**src/rtl/dram_arbiter_pkg.sv**
```systemverilog
// dram_arbiter_pkg: shared FSM state encoding and default widths for dram_arbiter
package dram_arbiter_pkg;
  localparam int NUM_CORES_DEFAULT = 4;
  localparam int ADDR_W_DEFAULT = 9;
  localparam int DATA_W_DEFAULT = 16;
  typedef enum logic [1:0] {IDLE = 2'd0, ISSUE = 2'd1, CAPTURE = 2'd2} state_t;
endpackage

```
**src/rtl/dram_arbiter_if.sv**
```systemverilog
// dram_arbiter_if: core request/grant bus and memory port bundle; slave = arbiter side, master = cores+memory side
interface dram_arbiter_if
  import dram_arbiter_pkg::*;
#(
  parameter int NUM_CORES = NUM_CORES_DEFAULT,
  parameter int ADDR_W = ADDR_W_DEFAULT,
  parameter int DATA_W = DATA_W_DEFAULT
);
  logic [NUM_CORES-1:0] core_req;
  logic [NUM_CORES-1:0] core_we;
  logic [NUM_CORES*ADDR_W-1:0] core_addr;
  logic [NUM_CORES*DATA_W-1:0] core_wdata;
  logic [NUM_CORES-1:0] core_grant;
  logic [NUM_CORES-1:0] core_done;
  logic [DATA_W-1:0] core_rdata;
  logic mem_write_en;
  logic mem_read_en;
  logic [ADDR_W-1:0] mem_addr;
  logic [DATA_W-1:0] mem_wdata;
  logic [DATA_W-1:0] mem_rdata;
  modport slave (
    input core_req, core_we, core_addr, core_wdata, mem_rdata,
    output core_grant, core_done, core_rdata, mem_write_en, mem_read_en, mem_addr, mem_wdata
  );
  modport master (
    output core_req, core_we, core_addr, core_wdata, mem_rdata,
    input core_grant, core_done, core_rdata, mem_write_en, mem_read_en, mem_addr, mem_wdata
  );
endinterface

```
**src/rtl/dram_arbiter_rr_arbiter.sv**
```systemverilog
// rr_arbiter: request vector to one-hot grant; round-robin after last when DRAM_ARB_RR_EN, else lowest index wins
module rr_arbiter #(
  parameter int N = 4,
  localparam int IW = N > 1 ? $clog2(N) : 1
) (
  input  logic [N-1:0] req,
`ifdef DRAM_ARB_RR_EN
  input  logic [IW-1:0] last,
`endif
  output logic [N-1:0] gnt
);
`ifdef DRAM_ARB_RR_EN
  always_comb begin
    gnt = '0;
    for (int k = 1; k <= N; k++)
      if (gnt == '0 && req[(int'(last) + k) % N]) gnt[(int'(last) + k) % N] = 1'b1;
  end
`else
  assign gnt = req & -req;
`endif
endmodule

```
**src/rtl/dram_arbiter.sv**
```systemverilog
// dram_arbiter: IDLE/ISSUE/CAPTURE arbiter giving NUM_CORES cores one 3-cycle memory access at a time; DRAM_ARB_RR_EN selects round-robin
module dram_arbiter
  import dram_arbiter_pkg::*;
#(
  parameter int NUM_CORES = NUM_CORES_DEFAULT,
  parameter int ADDR_W = ADDR_W_DEFAULT,
  parameter int DATA_W = DATA_W_DEFAULT
) (
  input logic clk,
  input logic rst,
  dram_arbiter_if.slave bus
);
  state_t state, state_n;
  logic [NUM_CORES-1:0] gnt, win_q;
  logic we_n, we_q, done_q;
  logic [ADDR_W-1:0] addr_n, addr_q;
  logic [DATA_W-1:0] wdata_n, wdata_q, rdata_q;
  wire take = state == IDLE && |bus.core_req;
`ifdef DRAM_ARB_RR_EN
  localparam int IW = NUM_CORES > 1 ? $clog2(NUM_CORES) : 1;
  logic [IW-1:0] last_q, gnt_idx;
  always_comb begin
    gnt_idx = '0;
    for (int k = 0; k < NUM_CORES; k++) if (gnt[k]) gnt_idx = IW'(k);
  end
  always_ff @(posedge clk)
    if (rst) last_q <= IW'(NUM_CORES - 1);
    else if (take) last_q <= gnt_idx;
  rr_arbiter #(.N(NUM_CORES)) u_arb (.req(bus.core_req), .last(last_q), .gnt(gnt));
`else
  rr_arbiter #(.N(NUM_CORES)) u_arb (.req(bus.core_req), .gnt(gnt));
`endif
  always_comb begin
    we_n = 1'b0;
    addr_n = '0;
    wdata_n = '0;
    for (int k = 0; k < NUM_CORES; k++)
      if (gnt[k]) begin
        we_n = bus.core_we[k];
        addr_n = bus.core_addr[k*ADDR_W +: ADDR_W];
        wdata_n = bus.core_wdata[k*DATA_W +: DATA_W];
      end
  end
  always_comb begin
    state_n = state == IDLE ? (take ? ISSUE : IDLE) : state == ISSUE ? CAPTURE : IDLE;
    bus.core_grant = state == ISSUE ? win_q : '0;
    bus.core_done = done_q ? win_q : '0;
    bus.core_rdata = rdata_q;
    bus.mem_write_en = state == ISSUE && we_q;
    bus.mem_read_en = state == ISSUE && !we_q;
    bus.mem_addr = addr_q;
    bus.mem_wdata = wdata_q;
  end
  always_ff @(posedge clk)
    if (rst) begin
      state <= IDLE;
      win_q <= '0;
      we_q <= 1'b0;
      addr_q <= '0;
      wdata_q <= '0;
      rdata_q <= '0;
      done_q <= 1'b0;
    end else begin
      state <= state_n;
      done_q <= state == CAPTURE;
      if (take) begin
        win_q <= gnt;
        we_q <= we_n;
        addr_q <= addr_n;
        wdata_q <= wdata_n;
      end
      if (state == CAPTURE && !we_q) rdata_q <= bus.mem_rdata;
    end
endmodule

```
**src/flat_wrapper.sv**
```systemverilog
// flat-port wrapper written by rule: the top's interface ports become plain ports
module dram_arbiter_flat import dram_arbiter_pkg::*;
#(
  parameter int NUM_CORES = NUM_CORES_DEFAULT,
  parameter int ADDR_W = ADDR_W_DEFAULT,
  parameter int DATA_W = DATA_W_DEFAULT
)
  (clk, rst, bus_core_req, bus_core_we, bus_core_addr, bus_core_wdata, bus_mem_rdata, bus_core_grant, bus_core_done, bus_core_rdata, bus_mem_write_en, bus_mem_read_en, bus_mem_addr, bus_mem_wdata);
  dram_arbiter_if #(.NUM_CORES(NUM_CORES), .ADDR_W(ADDR_W), .DATA_W(DATA_W)) bus_i ();
  input logic clk;
  input logic rst;
  input wire logic [$bits(bus_i.core_req)-1:0] bus_core_req;
  input wire logic [$bits(bus_i.core_we)-1:0] bus_core_we;
  input wire logic [$bits(bus_i.core_addr)-1:0] bus_core_addr;
  input wire logic [$bits(bus_i.core_wdata)-1:0] bus_core_wdata;
  input wire logic [$bits(bus_i.mem_rdata)-1:0] bus_mem_rdata;
  output wire logic [$bits(bus_i.core_grant)-1:0] bus_core_grant;
  output wire logic [$bits(bus_i.core_done)-1:0] bus_core_done;
  output wire logic [$bits(bus_i.core_rdata)-1:0] bus_core_rdata;
  output wire logic [$bits(bus_i.mem_write_en)-1:0] bus_mem_write_en;
  output wire logic [$bits(bus_i.mem_read_en)-1:0] bus_mem_read_en;
  output wire logic [$bits(bus_i.mem_addr)-1:0] bus_mem_addr;
  output wire logic [$bits(bus_i.mem_wdata)-1:0] bus_mem_wdata;
  assign bus_i.core_req = bus_core_req;
  assign bus_i.core_we = bus_core_we;
  assign bus_i.core_addr = bus_core_addr;
  assign bus_i.core_wdata = bus_core_wdata;
  assign bus_i.mem_rdata = bus_mem_rdata;
  assign bus_core_grant = bus_i.core_grant;
  assign bus_core_done = bus_i.core_done;
  assign bus_core_rdata = bus_i.core_rdata;
  assign bus_mem_write_en = bus_i.mem_write_en;
  assign bus_mem_read_en = bus_i.mem_read_en;
  assign bus_mem_addr = bus_i.mem_addr;
  assign bus_mem_wdata = bus_i.mem_wdata;
  dram_arbiter #(.NUM_CORES(NUM_CORES), .ADDR_W(ADDR_W), .DATA_W(DATA_W)) u_core (.clk(clk), .rst(rst), .bus(bus_i));
endmodule
```
**config.mk**
```make
export PLATFORM = sky130hd
export DESIGN_NAME = dram_arbiter_flat
export DESIGN_NICKNAME = d
export VERILOG_FILES = /design/src/rtl/dram_arbiter_pkg.sv /design/src/rtl/dram_arbiter_if.sv /design/src/rtl/dram_arbiter_rr_arbiter.sv /design/src/rtl/dram_arbiter.sv /design/src/flat_wrapper.sv
export SDC_FILE = /design/constraint.sdc
export NUM_CORES = 1
export LEC_CHECK = 0
export CORE_ASPECT_RATIO = 0.6
export CORE_MARGIN = 3
export CORE_UTILIZATION = 30
export CTS_BUF_LIST = sky130_fd_sc_hd__clkbuf_4
export DETAILED_ROUTE_END_ITERATION = 8
export PLACE_DENSITY = 0.84
export SYNTH_ARGS = -nofsm -noshare
export SYNTH_HDL_FRONTEND = slang
export SYNTH_SLANG_ARGS = --single-unit
```
**constraint.sdc**
```tcl
create_clock -name clk -period 1.9 [get_ports clk]
set_clock_uncertainty 0.1 [all_clocks]
set_input_delay 0.19 -clock clk [delete_from_list [all_inputs] [get_ports clk]]
set_output_delay 0.19 -clock clk [all_outputs]
set_load 0.05 [all_outputs]
```
==> flow_metrics.py <==
metrics = {
    "status": {
        "status": "complete, no violations",
    },
    "worst_setup_path": {
        "reg2regPathDepth": 5,
        "required_ns": 1.61,
        "end_kind": "output pin",
        "cp_data_arrival_time_ns": 1.54,
        "crit_path_top_delay_cell": "clkdlybuf4s50_1",
        "max_stage_delay_ns": 0.81,
        "crit_chain": "clkdlybuf4s50_1",
        "critPathMaxFanout": 2,
        "worstSetupPathType": "flip-flop to output pin",
        "path_buf_inv": 1,
        "critPathLaunchType": "flip-flop",
        "crit_family": "buffers and inverters",
        "cp.depth": 1,
    },
    "global_routing": {
        "grt_pass1_wl_mm": 15.3,
        "grt_start_max_net_pins": 26,
        "globalRouteTotalUtil_pct": 21.5,
        "grt_overflow": 0,
        "antenna_found_initial": 0,
        "grt_pass1_vias": 2915,
    },
    "die": {
        "die_width_um": 121,
        "core_um2": 7480,
        "start_util_pct": 31.8,
        "fp-row-count": 24,
        "pin_count": 177,
        "die_y_um": 75.0,
        "die-area_um2": 9080,
    },
    "timing": {
        "fmax_mhz": 547,
        "fin_ws_ns": 0.0716,
        "hold_viol": 0,
        "tightestPinTransition_ns": 0.636,
        "maxSlewHeadroom_pct": 57.5,
        "rsz0062_at_grt": "no",
        "maxSlewViolCount": 0,
        "period_share_pct": 96.2,
        "final.min_clock_period_ns": 1.83,
        "setup_violations": 0,
    },
    "pwr": {
        "swShare_pct": 33.1,
        "p_int_mw": 1.89,
        "p_per_area_nw_per_um2": 634,
        "seqPwrFrac_pct": 40.6,
        "clockPowerShare_pct": 21.8,
        "power_mw": 2.83,
        "p_comb_share_pct": 37.6,
        "vdd_drop_max_uv": 265,
        "p_switching_uw": 937,
        "cellLeakagePower_nw": 1.80,
    },
    "synth": {
        "ys_top_cells_by_area": "dfxtp_1, a221o_1, a21oi_1",
        "synth.largest_area_cell": "dfxtp_1",
        "avgSynthCellArea_um2": 8.92,
        "syn_nets": 393,
        "yosysSeqAreaShare_pct": 41.2,
        "synth_area_um2": 2380,
        "synth-seq-cells": 49,
        "synth_top_area_share_pct": 41.2,
        "yosysWarnings": 0,
        "ys_types": 28,
        "syn_inst": 267,
    },
    "clocking": {
        "clk_latency_ns": 0.35,
        "clk_pin_slew_worst_paths_ns": 0.15,
        "clockBufferDepth": 2,
        "htree_levels": 2,
        "post-cts-setup-buffers": 0,
        "ctsHoldBuffers": 0,
        "cts_num_sinks": 49,
        "root_buffer": "clkbuf_4",
        "cts_tree": "yes",
        "cts_made_buffers": 5,
    },
    "final_layout": {
        "area_growth_syn_to_layout_pct": 87.5,
        "final_util_pct": 59.7,
        "ff_latch_area_um2": 981,
        "multiInputGateArea_um2": 1250,
        "fill_cells": 652,
        "drive_above_1_share_pct": 9.52,
        "fin_area_um2": 4460,
        "nets": 566,
        "antenna_cells": 0,
    },
    "routing": {
        "drt_iter0_drc": 152,
        "wl_per_cell_um": 18.2,
        "viasPerCell": 5.24,
        "drt-pass1-iter-count": 4,
        "ant_nets": 0,
        "drc_errors": 0,
        "wl_mm": 9.93,
        "num_vias": 2854,
    },
    "placed_design": {
        "port_buffers": 176,
        "dpl.hpwl_mm": 7.69,
        "place_area_um2": 4350,
        "place_congestion": 0.712,
        "pre_cts_slack_ns": -0.405,
    },
    "min_path": {
        "holdPathStages": 2,
        "holdCritPathClass": "input port to flip-flop",
    },
    "run": {
        "drv_cap": 0,
    },
}
-- path summary, 6_finish.rpt --
path,startpoint,end,slack [ns]
hold reg to reg,u_core.bus.core_rdata[13],u_core.bus.core_rdata[13],0.36
setup reg to reg,u_core.state[1],u_core.bus.mem_addr[3],0.39
setup / recovery,u_core.bus.mem_addr[4],bus_mem_addr[4],0.07
hold / removal,rst,u_core.done_q,0.17
-- cell type report --
cell class                      count  share of cell area [%]
Sequential cell                    49                    22.0
Clock inverter                      3                   0.925
Timing Repair Buffer              193                    45.2
Inverter                            3                   0.252
Tap cell                          104                    2.91
Clock buffer                        5                   0.841
Multi-Input combinational cell    188                    27.9
-- logic make-up (layout without fill, tap and decap cells) --
logic type,count (synthesis),in the layout,synth area share [%]
simple gates,63,63,12.9
mux,3,3,1.26
flops,49,49,41.2
compound gates,122,122,37.5
buf+inv,30,204,7.09
-- Yosys cell counts --
cell type / instances
nand2_1: 33
buf_4: 3
o211ai_1: 23
buf_2: 12
mux2i_1: 3
a21oi_1: 41
a221o_1: 25
a22oi_1: 24
nor2b_1: 2
and2_1: 9
o21ai_0: 2
nor3_2: 1
and2b_1: 1
dfxtp_1: 49
and3_1: 1
inv_1: 3
buf_6: 4
nor3_4: 1
o2111ai_1: 1
or2_2: 1
a221oi_1: 2
clkbuf_1: 8
nand2b_1: 3
a211o_1: 1
nor2_1: 10
a31oi_1: 2
nor3b_2: 1
o41ai_4: 1
-- registers in the layout, indices dropped and copies added (netlist names) --
register / flops
u_core.bus.mem_addr: 9
u_core.win_q: 4
u_core.done_q: 1
u_core.we_q: 1
u_core.bus.mem_wdata: 16
u_core.bus.core_rdata: 16
u_core.state: 2
-- repair_timing --
action | in CTS | in global routing
resized for setup | 2 | 14
gates cloned | 0 | 0
endpoints found under the setup margin | 3 | 18
-- power groups by stage --
stage          combinational, mW  sequential (mW)  clock (mW)
3_5_place_dp                1.07             1.17           0
3_3_place_gp                1.05             1.17           0
2_1_floorplan              0.324             1.39           0
6_report                    1.06             1.15       0.617
5_1_grt                     1.13             1.16       0.686
4_1_cts                     1.07             1.15       0.650
-- cell usage in the layout (no fill, tap or decap), types with 2 or more instances in the layout --
master,Yosys,layout
clkdlybuf4s50_1,0,151
dfxtp_1,49,49
a21oi_1,41,41
nand2_1,33,33
a221o_1,25,25
a22oi_1,24,24
o211ai_1,23,23
buf_4,3,17
dlymetal6s2s_1,0,13
nor2_1,10,10
buf_12,0,10
and2_1,9,9
clkbuf_4,0,5
nand2b_1,3,3
inv_1,3,3
mux2i_1,3,3
nor3_4,1,2
o21ai_0,2,2
a31oi_1,2,2
a221oi_1,2,2
-- per-stage QoR --
| stage | std cells | hold WS [ns] | TNS, ns |
|---|---|---|---|
| 6_report | 545 | 0.171 | 0 |
| 5_1_grt | 545 | 0.144 | 0 |
| 4_1_cts | 545 | 0.149 | 0 |
| 3_5_place_dp | 537 | 0.348 | -8.98 |
| 3_3_place_gp | 537 | 0.342 | -5.96 |
| 2_1_floorplan | 267 | 0.226 | 0 |
-- metal layers --
metal  GRT usage [%]  wire length, µm
met5               0                0
met4            5.53              114
met3            5.18              814
met2            36.7             4680
met1            27.9             4320
(Power assumes the default switching activity.)
